[src/rtl/mult_share_arbiter.sv]
// -----------------------------------------------------------------------------
// mult_share_arbiter
//
// Shares one W x W unsigned sequential multiplier among N_REQ requesters.
// A requester raises req[i] with its operands and holds them until gnt[i].
// The arbiter then:
//   - latches the operands,
//   - pulses mul_load,
//   - waits MUL_LAT cycles,
//   - captures mul_product,
//   - returns the product with the requester index on a valid/ready handshake.
//
// Configuration macro:
//   MULT_ARB_RR_EN  defined   -> round-robin arbitration. The search starts
//                                one past the last winner.
//                   undefined -> fixed priority. The lowest index wins.
//
// Ports:
//   clk, rst        clock (rising edge), synchronous active-high reset
//   req             per-requester request
//   req_a, req_b    packed operands, requester i at [i*W +: W]
//   gnt             one-hot, single-cycle grant (combinational in IDLE)
//   resp_valid      result available (registered)
//   resp_ready      consumer accepts result
//   resp_id         index of the requester that owns the result
//   resp_product    full-width unsigned product a*b
//   busy            high whenever the arbiter is not idle
//   mul_load        load pulse to the shared multiplier
//   mul_a, mul_b    operands held on the multiplier inputs
//   mul_product     multiplier result
// -----------------------------------------------------------------------------
module mult_share_arbiter #(
    parameter int N_REQ   = 4,
    parameter int W       = 6,
    parameter int MUL_LAT = 6,
    localparam int IDW    = (N_REQ > 1) ? $clog2(N_REQ) : 1
) (
    input  logic                 clk,
    input  logic                 rst,
    input  logic [N_REQ-1:0]     req,
    input  logic [N_REQ*W-1:0]   req_a,
    input  logic [N_REQ*W-1:0]   req_b,
    output logic [N_REQ-1:0]     gnt,
    output logic                 resp_valid,
    input  logic                 resp_ready,
    output logic [IDW-1:0]       resp_id,
    output logic [2*W-1:0]       resp_product,
    output logic                 busy,
    output logic                 mul_load,
    output logic [W-1:0]         mul_a,
    output logic [W-1:0]         mul_b,
    input  logic [2*W-1:0]       mul_product
);

    localparam int CW = $clog2(MUL_LAT + 1);

    typedef enum logic [1:0] {
        S_IDLE  = 2'd0,
        S_ISSUE = 2'd1,
        S_WAIT  = 2'd2,
        S_DONE  = 2'd3
    } state_t;

    state_t             state_r;
    state_t             state_s;
    logic [CW-1:0]      cnt_r;
    logic [IDW-1:0]     id_r;
    logic [W-1:0]       a_r;
    logic [W-1:0]       b_r;
    logic [2*W-1:0]     prod_r;
    logic               busy_r;
    logic               mul_load_r;
    logic               resp_valid_r;

    logic               grant_s;
    logic [IDW-1:0]     win_s;
    logic [N_REQ-1:0]   gnt_s;
    logic [W-1:0]       op_a_s;
    logic [W-1:0]       op_b_s;

`ifdef MULT_ARB_RR_EN
    logic [IDW-1:0]     rr_ptr_r;

    // Round robin: pick the requester closest after ptr, wrapping modulo N_REQ.
    function automatic logic [IDW-1:0] pick_rr(input logic [N_REQ-1:0] r,
                                               input logic [IDW-1:0]   ptr);
        logic [IDW-1:0] w;
        int             best;
        int             dist;
        logic           take;
        w    = {IDW{1'b0}};
        best = N_REQ;
        for (int j = 0; j < N_REQ; j++) begin
            dist = (j - int'(ptr) - 1 + 2 * N_REQ) % N_REQ;
            take = r[j] && (dist < best);
            w    = take ? IDW'(j) : w;
            best = take ? dist : best;
        end
        return w;
    endfunction
`else
    // Fixed priority: the lowest asserted index wins.
    function automatic logic [IDW-1:0] pick_fixed(input logic [N_REQ-1:0] r);
        logic [IDW-1:0] w;
        w = {IDW{1'b0}};
        for (int j = N_REQ - 1; j >= 0; j--) begin
            w = r[j] ? IDW'(j) : w;
        end
        return w;
    endfunction
`endif

    // Arbitration winner and a mux of that requester's operands.
    always_comb begin
        op_a_s = {W{1'b0}};
        op_b_s = {W{1'b0}};
`ifdef MULT_ARB_RR_EN
        win_s = pick_rr(req, rr_ptr_r);
`else
        win_s = pick_fixed(req);
`endif
        for (int i = 0; i < N_REQ; i++) begin
            op_a_s = (win_s == IDW'(i)) ? req_a[i*W +: W] : op_a_s;
            op_b_s = (win_s == IDW'(i)) ? req_b[i*W +: W] : op_b_s;
        end
    end

    // Next-state logic and the combinational grant.
    // A grant is suppressed while rst is high, so no requester sees a grant
    // for an operation that the reset discards.
    always_comb begin
        state_s = state_r;
        grant_s = 1'b0;
        gnt_s   = {N_REQ{1'b0}};
        case (state_r)
            S_IDLE: begin
                if ((|req) && !rst) begin
                    grant_s = 1'b1;
                    gnt_s   = {{(N_REQ-1){1'b0}}, 1'b1} << win_s;
                    state_s = S_ISSUE;
                end else begin
                    state_s = S_IDLE;
                end
            end
            S_ISSUE: begin
                state_s = S_WAIT;
            end
            S_WAIT: begin
                if (cnt_r == CW'(MUL_LAT)) begin
                    state_s = S_DONE;
                end else begin
                    state_s = S_WAIT;
                end
            end
            S_DONE: begin
                // resp_valid is high throughout DONE, so ready alone completes the handshake.
                if (resp_ready) begin
                    state_s = S_IDLE;
                end else begin
                    state_s = S_DONE;
                end
            end
            default: begin
                state_s = S_IDLE;
            end
        endcase
    end

    // State register, operand latch, latency counter and registered outputs.
    // Status outputs are registered from the next state so they line up with it.
    always_ff @(posedge clk) begin
        if (rst) begin
            state_r      <= S_IDLE;
            cnt_r        <= {CW{1'b0}};
            id_r         <= {IDW{1'b0}};
            a_r          <= {W{1'b0}};
            b_r          <= {W{1'b0}};
            prod_r       <= {(2*W){1'b0}};
            busy_r       <= 1'b0;
            mul_load_r   <= 1'b0;
            resp_valid_r <= 1'b0;
`ifdef MULT_ARB_RR_EN
            rr_ptr_r     <= IDW'(N_REQ - 1);
`endif
        end else begin
            state_r      <= state_s;
            busy_r       <= (state_s != S_IDLE);
            mul_load_r   <= (state_s == S_ISSUE);
            resp_valid_r <= (state_s == S_DONE);
            if (grant_s) begin
                id_r     <= win_s;
                a_r      <= op_a_s;
                b_r      <= op_b_s;
`ifdef MULT_ARB_RR_EN
                rr_ptr_r <= win_s;
`endif
            end
            if (state_r == S_ISSUE) begin
                cnt_r <= CW'(1);
            end else if (state_r == S_WAIT) begin
                cnt_r <= cnt_r + CW'(1);
            end else begin
                cnt_r <= {CW{1'b0}};
            end
            // The product is stable in the last WAIT cycle; capture it as DONE begins.
            if ((state_r == S_WAIT) && (cnt_r == CW'(MUL_LAT))) begin
                prod_r <= mul_product;
            end
        end
    end

    assign gnt          = gnt_s;
    assign resp_valid   = resp_valid_r;
    assign resp_id      = id_r;
    assign resp_product = prod_r;
    assign busy         = busy_r;
    assign mul_load     = mul_load_r;
    assign mul_a        = a_r;
    assign mul_b        = b_r;

endmodule
[config.mk]
export PLATFORM = sky130hd
export DESIGN_NAME = mult_share_arbiter
export DESIGN_NICKNAME = d
export VERILOG_FILES = /design/src/rtl/mult_share_arbiter.sv
export SDC_FILE = /design/constraint.sdc
export NUM_CORES = 1
export LEC_CHECK = 0
export ABC_CLOCK_PERIOD_IN_PS = 2400
export CAP_MARGIN = 20
export CORE_MARGIN = 2
export CORE_UTILIZATION = 41
export DETAILED_ROUTE_END_ITERATION = 8
export GPL_TIMING_DRIVEN = 0
export PLACE_DENSITY = 0.85
export RECOVER_POWER = 25
export REMOVE_ABC_BUFFERS = 1
export SYNTH_ARGS = -nofsm -noshare
export SYNTH_HDL_FRONTEND = slang
export SYNTH_SLANG_ARGS = --single-unit
export TNS_END_PERCENT = 100
[constraint.sdc]
create_clock -name clk -period 2.4 [get_ports clk]
set_input_delay 0.36 -clock clk [delete_from_list [all_inputs] [get_ports clk]]
set_output_delay 0.36 -clock clk [all_outputs]
set_load 0.02 [all_outputs]
==> results.json, run 1 <==
{
  "status": "complete, no violations",
  "syn_area_um2": 1720,
  "final.min_clock_period_ns": 2.31,
  "routed_wl_mm": 5.16,
  "seqPwrFrac_pct": 40.5,
  "synth_top_area_share_pct": 39.6,
  "cts_sinks": 34,
  "critPathLaunchType": "primary input",
  "drt_iter0_drc": 113,
  "hold_violations": 0,
  "report.final.slew_viol_count": 0,
  "grt_antenna_before_repair": 0,
  "cts-root-buf": "clkbuf_8",
  "pwr-share-comb_pct": 24.7,
  "fmax_mhz": 432,
  "pwr-share-clk_pct": 34.7,
  "layout.nets": 375,
  "min_from": "resp_product[9]",
  "avgSynthCellArea_um2": 8.03,
  "crit_fanout": 21,
  "final-setup-viol-count": 0,
  "routabilityCongestion": 0.746,
  "r2r_setup_slack_ns": 0.75,
  "io_buffers": 99,
  "coreArea_um2": 4030,
  "yosys_warnings": 0,
  "overflow": 0,
  "synth_cell_types": 32,
  "viasPerCell": 5.23,
  "min-delay-path-class": "reg2reg",
  "synth_seq_area_share_pct": 39.6,
  "dp.final_hpwl_mm": 3.58,
  "worst_pin_slew_ns": 0.579,
  "drtPass1Iterations": 4,
  "drc": 0,
  "worst_ep_arrival_time_ns": 1.95,
  "synthToLayoutAreaGrowth_pct": 65.9,
  "synth_top_cell_by_area": "dfxtp_1",
  "dieArea_um2": 4720,
  "io_pins": 100,
  "finClkSkew_ns": 0.00342,
  "leakage_nw": 1.06,
  "htreeDepth": 2,
  "vdd_drop_max_mv": 0.306,
  "r2r_end": "mul_a[5]",
  "postLayoutCellArea_um2": 2850,
  "hold_ws_ns": 0.450,
  "cts_tree": "done",
  "crit_type": "in2out",
  "num_rows": 23,
  "die_w_um": 68.7,
  "switching_power_uw": 388,
  "drv_cap": 0,
  "required_ns": 2.04,
  "cts_made_buffers": 5,
  "synth-seq-cells": 34,
  "power.density_nw_per_um2": 537,
  "clock_latency_ns": 0.28,
  "finalCoreUtilization_pct": 70.7,
  "end_kind": "primary output",
  "dpl-instance-area_um2": 2710,
  "power_switching_share_pct": 25.3,
  "yosys-top-cells-area": "dfxtp_1, a21oi_1, nand2_1, o21ai_0, a211oi_1",
  "vias": 1862,
  "globalRouteTotalUtil_pct": 22.3,
  "grt_pass1_vias": 1758,
  "slew_headroom_pct": 61.1,
  "reg2reg_from": "state_r[0]",
  "dieHeight_um": 68.7,
  "ctsHoldBuffers": 0,
  "antenna_cells": 0,
  "fin_crit_sh_pct": 96.4,
  "grt_max_degree": 25,
  "min_path_cells": 2,
  "grt_first_pass_wirelength_mm": 7.87,
  "holdPathEnd": "resp_product[9]",
  "wl_per_cell_um": 14.5,
  "rsz0062_at_grt": "false",
  "final_antenna_net_count": 0,
  "initial_core_util_pct": 42.6,
  "syn_inst": 214,
  "ff2ff_path_depth": 5,
  "final_layout_size_suffix_gt1_share_pct": 7.52,
  "clkTransAtPathRegs_ns": 0.06,
  "p_int_mw": 1.14,
  "cts_max_path_buffers": 2
}
==> through the flow <==
| step | std cells | power [mW] | TNS, ns | setup slack (ns) |
|---|---|---|---|---|
| after floorplan | 198 | 0.784 | 0 | 0.796 |
| after global placement | 347 | 0.999 | -9.91 | -0.820 |
| after detailed placement | 348 | 1.01 | -5.19 | -0.653 |
| after CTS | 356 | 1.54 | 0 | 0.0309 |
| after global routing | 356 | 1.59 | 0 | 0.00552 |
| final | 356 | 1.53 | 0 | 0.0853 |
==> cells in the mapped netlist (all sizes together) <==
master  count
dfxtp      34
a21oi      28
nand2      26
o21ai      19
clkbuf     13
a211oi     12
nor2       11
nor2b      10
inv         9
o22ai       7
mux2i       6
nand3b      6
o31a        6
or2         6
buf         3
and2        2
and3        2
ha          2
nand3       2
nor3        2
or3         2
a21o        1
a31oi       1
clkinv      1
o21a        1
or4b        1
xnor2       1
==> state kept, by name, indices dropped and copies added, names as in the netlist <==
| signal | flops |
|---|---|
| resp_id | 2 |
| mul_b | 6 |
| mul_a | 6 |
| resp_valid | 1 |
| cnt_r | 3 |
| busy | 1 |
| mul_load | 1 |
| state_r | 2 |
| resp_product | 12 |
==> power by group through the flow <==
stage / Sequential (mW) / Clock, mW / Combinational [mW]
2_1_floorplan: 0.668 / 0 / 0.116
3_3_place_gp: 0.631 / 0 / 0.368
3_5_place_dp: 0.632 / 0 / 0.378
4_1_cts: 0.620 / 0.542 / 0.381
5_1_grt: 0.624 / 0.560 / 0.408
6_report: 0.620 / 0.532 / 0.379
==> critical path, stage by stage <==
cell and delay [ns]:
clkdlybuf4s15_2 0.34, buf_16 0.24, nor3_2 0.21, and3_1 0.19, clkdlybuf4s50_1 0.61
==> area by class of cell <==
| type | instances | area (um2) |
|---|---|---|
| Multi-Input combinational cell | 154 | 922 |
| Inverter | 10 | 42.5 |
| Fill cell | 311 | 1180 |
| Tap cell | 50 | 62.6 |
| Sequential cell | 34 | 681 |
| Clock inverter | 1 | 30.0 |
| Timing Repair Buffer | 101 | 1030 |
| Clock buffer | 6 | 82.6 |
==> worst max path at each step <==
stage | startpoint | to | cells after the start | slack [ns]
floorplan | req[1] | gnt[3] | 2 | 0.80
global route | rst | gnt[2] | 5 | 0.006
global placement | rst | gnt[3] | 4 | -0.82
detailed placement | req[0] | gnt[3] | 4 | -0.65
finish | rst | gnt[2] | 5 | 0.09
CTS | rst | gnt[2] | 5 | 0.03
==> metal layers <==
metal / GRT usage (%) / routed length [um] / share of wire, % / vias up
li1: - / - / - / 928
met2: 38.5 / 2460 / 48 / 74
met5: 0 / 0 / 0 / -
met4: 6.86 / 82 / 1.6 / 0
met3: 6.01 / 353 / 6.8 / 10
met1: 27.1 / 2260 / 44 / 850
==> cells by family (layout without fill, tap and decap cells) <==
family                   count (synthesis)  in the layout  share of synthesized area (%)
flip-flops                              34             34                           39.6
buffers and inverters                   26            118                           7.43
XOR/XNOR                                 1              1                          0.510
AND/OR/NAND/NOR                         70             70                           21.0
multiplexers                             6              6                           3.50
AO/OA/AOI/OAI                           75             75                           26.5
adder cells (fa/ha/maj)                  2              2                           1.46
==> cell usage in the layout (no fill, tap or decap) <==
cell type,instances
nor2_1,11
o31a_1,6
dlygate4sd2_1,1
o21ai_0,19
a211oi_1,11
o22ai_1,7
or3_4,1
clkinv_4,1
or3_1,1
or2_0,3
nand3b_1,6
inv_1,9
a211oi_2,1
and2_1,2
clkdlybuf4s50_1,84
nand3_1,2
or2_2,3
a21o_4,1
bufinv_16,1
clkbuf_8,6
or4b_4,1
clkdlybuf4s15_2,4
a31oi_1,1
mux2i_1,6
a21oi_1,28
nor3_2,1
dlygate4sd3_1,10
xnor2_1,1
nor3_1,1
o21a_1,1
ha_1,2
and3_1,2
dfxtp_1,34
buf_4,1
nor2b_1,9
nor2b_4,1
buf_16,1
nand2_1,26
==> what timing repair did <==
action | in CTS | in global routing
setup endpoints to repair | 5 | 3
pin swaps | 1 | 0
setup buffers | 1 | 0
resized for setup | 14 | 2
(Power assumes the default switching activity.)
==> run 2: changes to the inputs <==
- ABC_CLOCK_PERIOD_IN_PS: 2400 -> not set
==> results of run 2 <==
Final layout, timing and power as in run 1 (identical DEF).
==> run 3: changes to the inputs <==
- MAX_ROUTING_LAYER: not set -> met4
==> results.json, run 3 (synthesis gave the netlist of run 1 again) <==
{
  "status": "complete, no violations",
  "hold_violations": 0,
  "crit_fanout": 21,
  "end_kind": "primary output",
  "finClkSkew_ns": 0.00355,
  "r2r_setup_slack_ns": 0.75,
  "holdPathEnd": "resp_product[9]",
  "switching_power_uw": 389,
  "cts-root-buf": "clkbuf_8",
  "final_common_cell": "clkdlybuf4s50_1",
  "layout.nets": 375,
  "grt_antenna_before_repair": 0,
  "viasPerCell": 5.26,
  "min_path_cells": 2,
  "io_pins": 100,
  "antenna_cells": 0,
  "worst_ep_arrival_time_ns": 1.96,
  "final_antenna_net_count": 0,
  "setup_ws_ns": 0.0801,
  "post-place-ws_ns": -0.653,
  "dp.final_hpwl_mm": 3.58,
  "postLayoutCellArea_um2": 2850,
  "cts_max_path_buffers": 2,
  "cts_sinks": 34,
  "report.final.slew_viol_count": 0,
  "overflow": 0,
  "coreArea_um2": 4030,
  "die_w_um": 68.7,
  "reg2reg_from": "state_r[0]",
  "largest_reg_flops": 12,
  "globalRouteTotalUtil_pct": 23.0,
  "dieArea_um2": 4720,
  "clock_latency_ns": 0.29,
  "pwr-share-comb_pct": 24.7,
  "r2r_end": "mul_a[5]",
  "initial_core_util_pct": 42.6,
  "min_from": "resp_product[9]",
  "leakage_nw": 1.06,
  "min-delay-path-class": "reg2reg",
  "pwr-share-clk_pct": 34.8,
  "dieHeight_um": 68.7,
  "power.density_nw_per_um2": 538,
  "slew_headroom_pct": 61.3,
  "total_power_mw": 1.53,
  "drt_iter0_drc": 113,
  "drtPass1Iterations": 6,
  "crit_type": "in2out",
  "final.min_clock_period_ns": 2.32,
  "rsz0062_at_grt": "false",
  "wl_per_cell_um": 14.6,
  "final_cell_mix": "clkdlybuf4s50_1, dfxtp_1, a21oi_1, nand2_1, o21ai_0",
  "grt_pass1_vias": 1753,
  "p_int_mw": 1.14,
  "io_buffers": 99,
  "final_layout_size_suffix_gt1_share_pct": 7.52,
  "grt_first_pass_wirelength_mm": 7.89,
  "clkTransAtPathRegs_ns": 0.06,
  "drc": 0,
  "required_ns": 2.04,
  "synthToLayoutAreaGrowth_pct": 65.9,
  "fmax_mhz": 431,
  "ff2ff_path_depth": 5,
  "num_rows": 23,
  "seqPwrFrac_pct": 40.5,
  "routed_wl_mm": 5.18,
  "cts_made_buffers": 5,
  "htreeDepth": 2,
  "cts_tree": "done",
  "vdd_drop_max_mv": 0.305,
  "dpl-instance-area_um2": 2710,
  "critPathLaunchType": "primary input",
  "fin_crit_sh_pct": 96.7,
  "drv_cap": 0,
  "routabilityCongestion": 0.756,
  "final-setup-viol-count": 0,
  "vias": 1873,
  "worst_pin_slew_ns": 0.577,
  "power_switching_share_pct": 25.4,
  "grt_max_degree": 25
}
-- run 3: how the worst max path moves through the flow --
stage               slack (ns)     end  cells past startpoint  startpoint
floorplan                 0.80  gnt[3]                      2      req[1]
global placement         -0.82  gnt[3]                      4         rst
detailed placement       -0.65  gnt[3]                      4      req[0]
CTS                       0.03  gnt[2]                      5         rst
global route             0.006  gnt[2]                      5         rst
finish                    0.08  gnt[2]                      5         rst
-- run 3: repair_timing --
action / CTS / global route
pin swaps: 1 / 0
endpoints found under the setup margin: 5 / 3
hold buffers: 0 / 0
setup buffers: 1 / 0
resized for setup: 14 / 2
-- run 3: power by group through the flow --
stage | sequential [mW] | clock, mW | combinational [mW]
after CTS | 0.620 | 0.542 | 0.381
after floorplan | 0.668 | 0 | 0.116
after global placement | 0.631 | 0 | 0.368
after detailed placement | 0.632 | 0 | 0.378
after global routing | 0.624 | 0.560 | 0.408
final | 0.620 | 0.533 | 0.378
-- run 3: critical path: stages --
cell and delay [ns]:
clkdlybuf4s15_2 0.34, buf_16 0.24, nor3_2 0.21, and3_1 0.19, clkdlybuf4s50_1 0.61
-- run 3: metal layers --
layer  vias to the layer above  GRT usage [%]  wire, um
li1                        928              -         -
met1                       848           27.5      2230
met2                        89           38.3      2470
met3                         8           5.68       406
met4                         0           6.86        71
met5                         -              -         0
-- run 3: cell type report --
type                    instances  area, um2
flip-flops and latches         34        681
inverters                      10       42.5
well taps                      50       62.6
multi-input cells             154        922
repair buffers                101       1030
fillers                       311       1180
clock inverters                 1       30.0
clock buffers                   6       82.6
-- run 3: through the flow --
stage	hold WS (ns)	instances	utilization [%]	TNS, ns
after detailed placement	0.444	348	67.4	-5.19
final	0.450	356	70.7	0
after global routing	0.483	356	70.7	0
after floorplan	0.425	198	-	0
after CTS	0.454	356	70.5	0
after global placement	0.441	347	66.7	-9.91
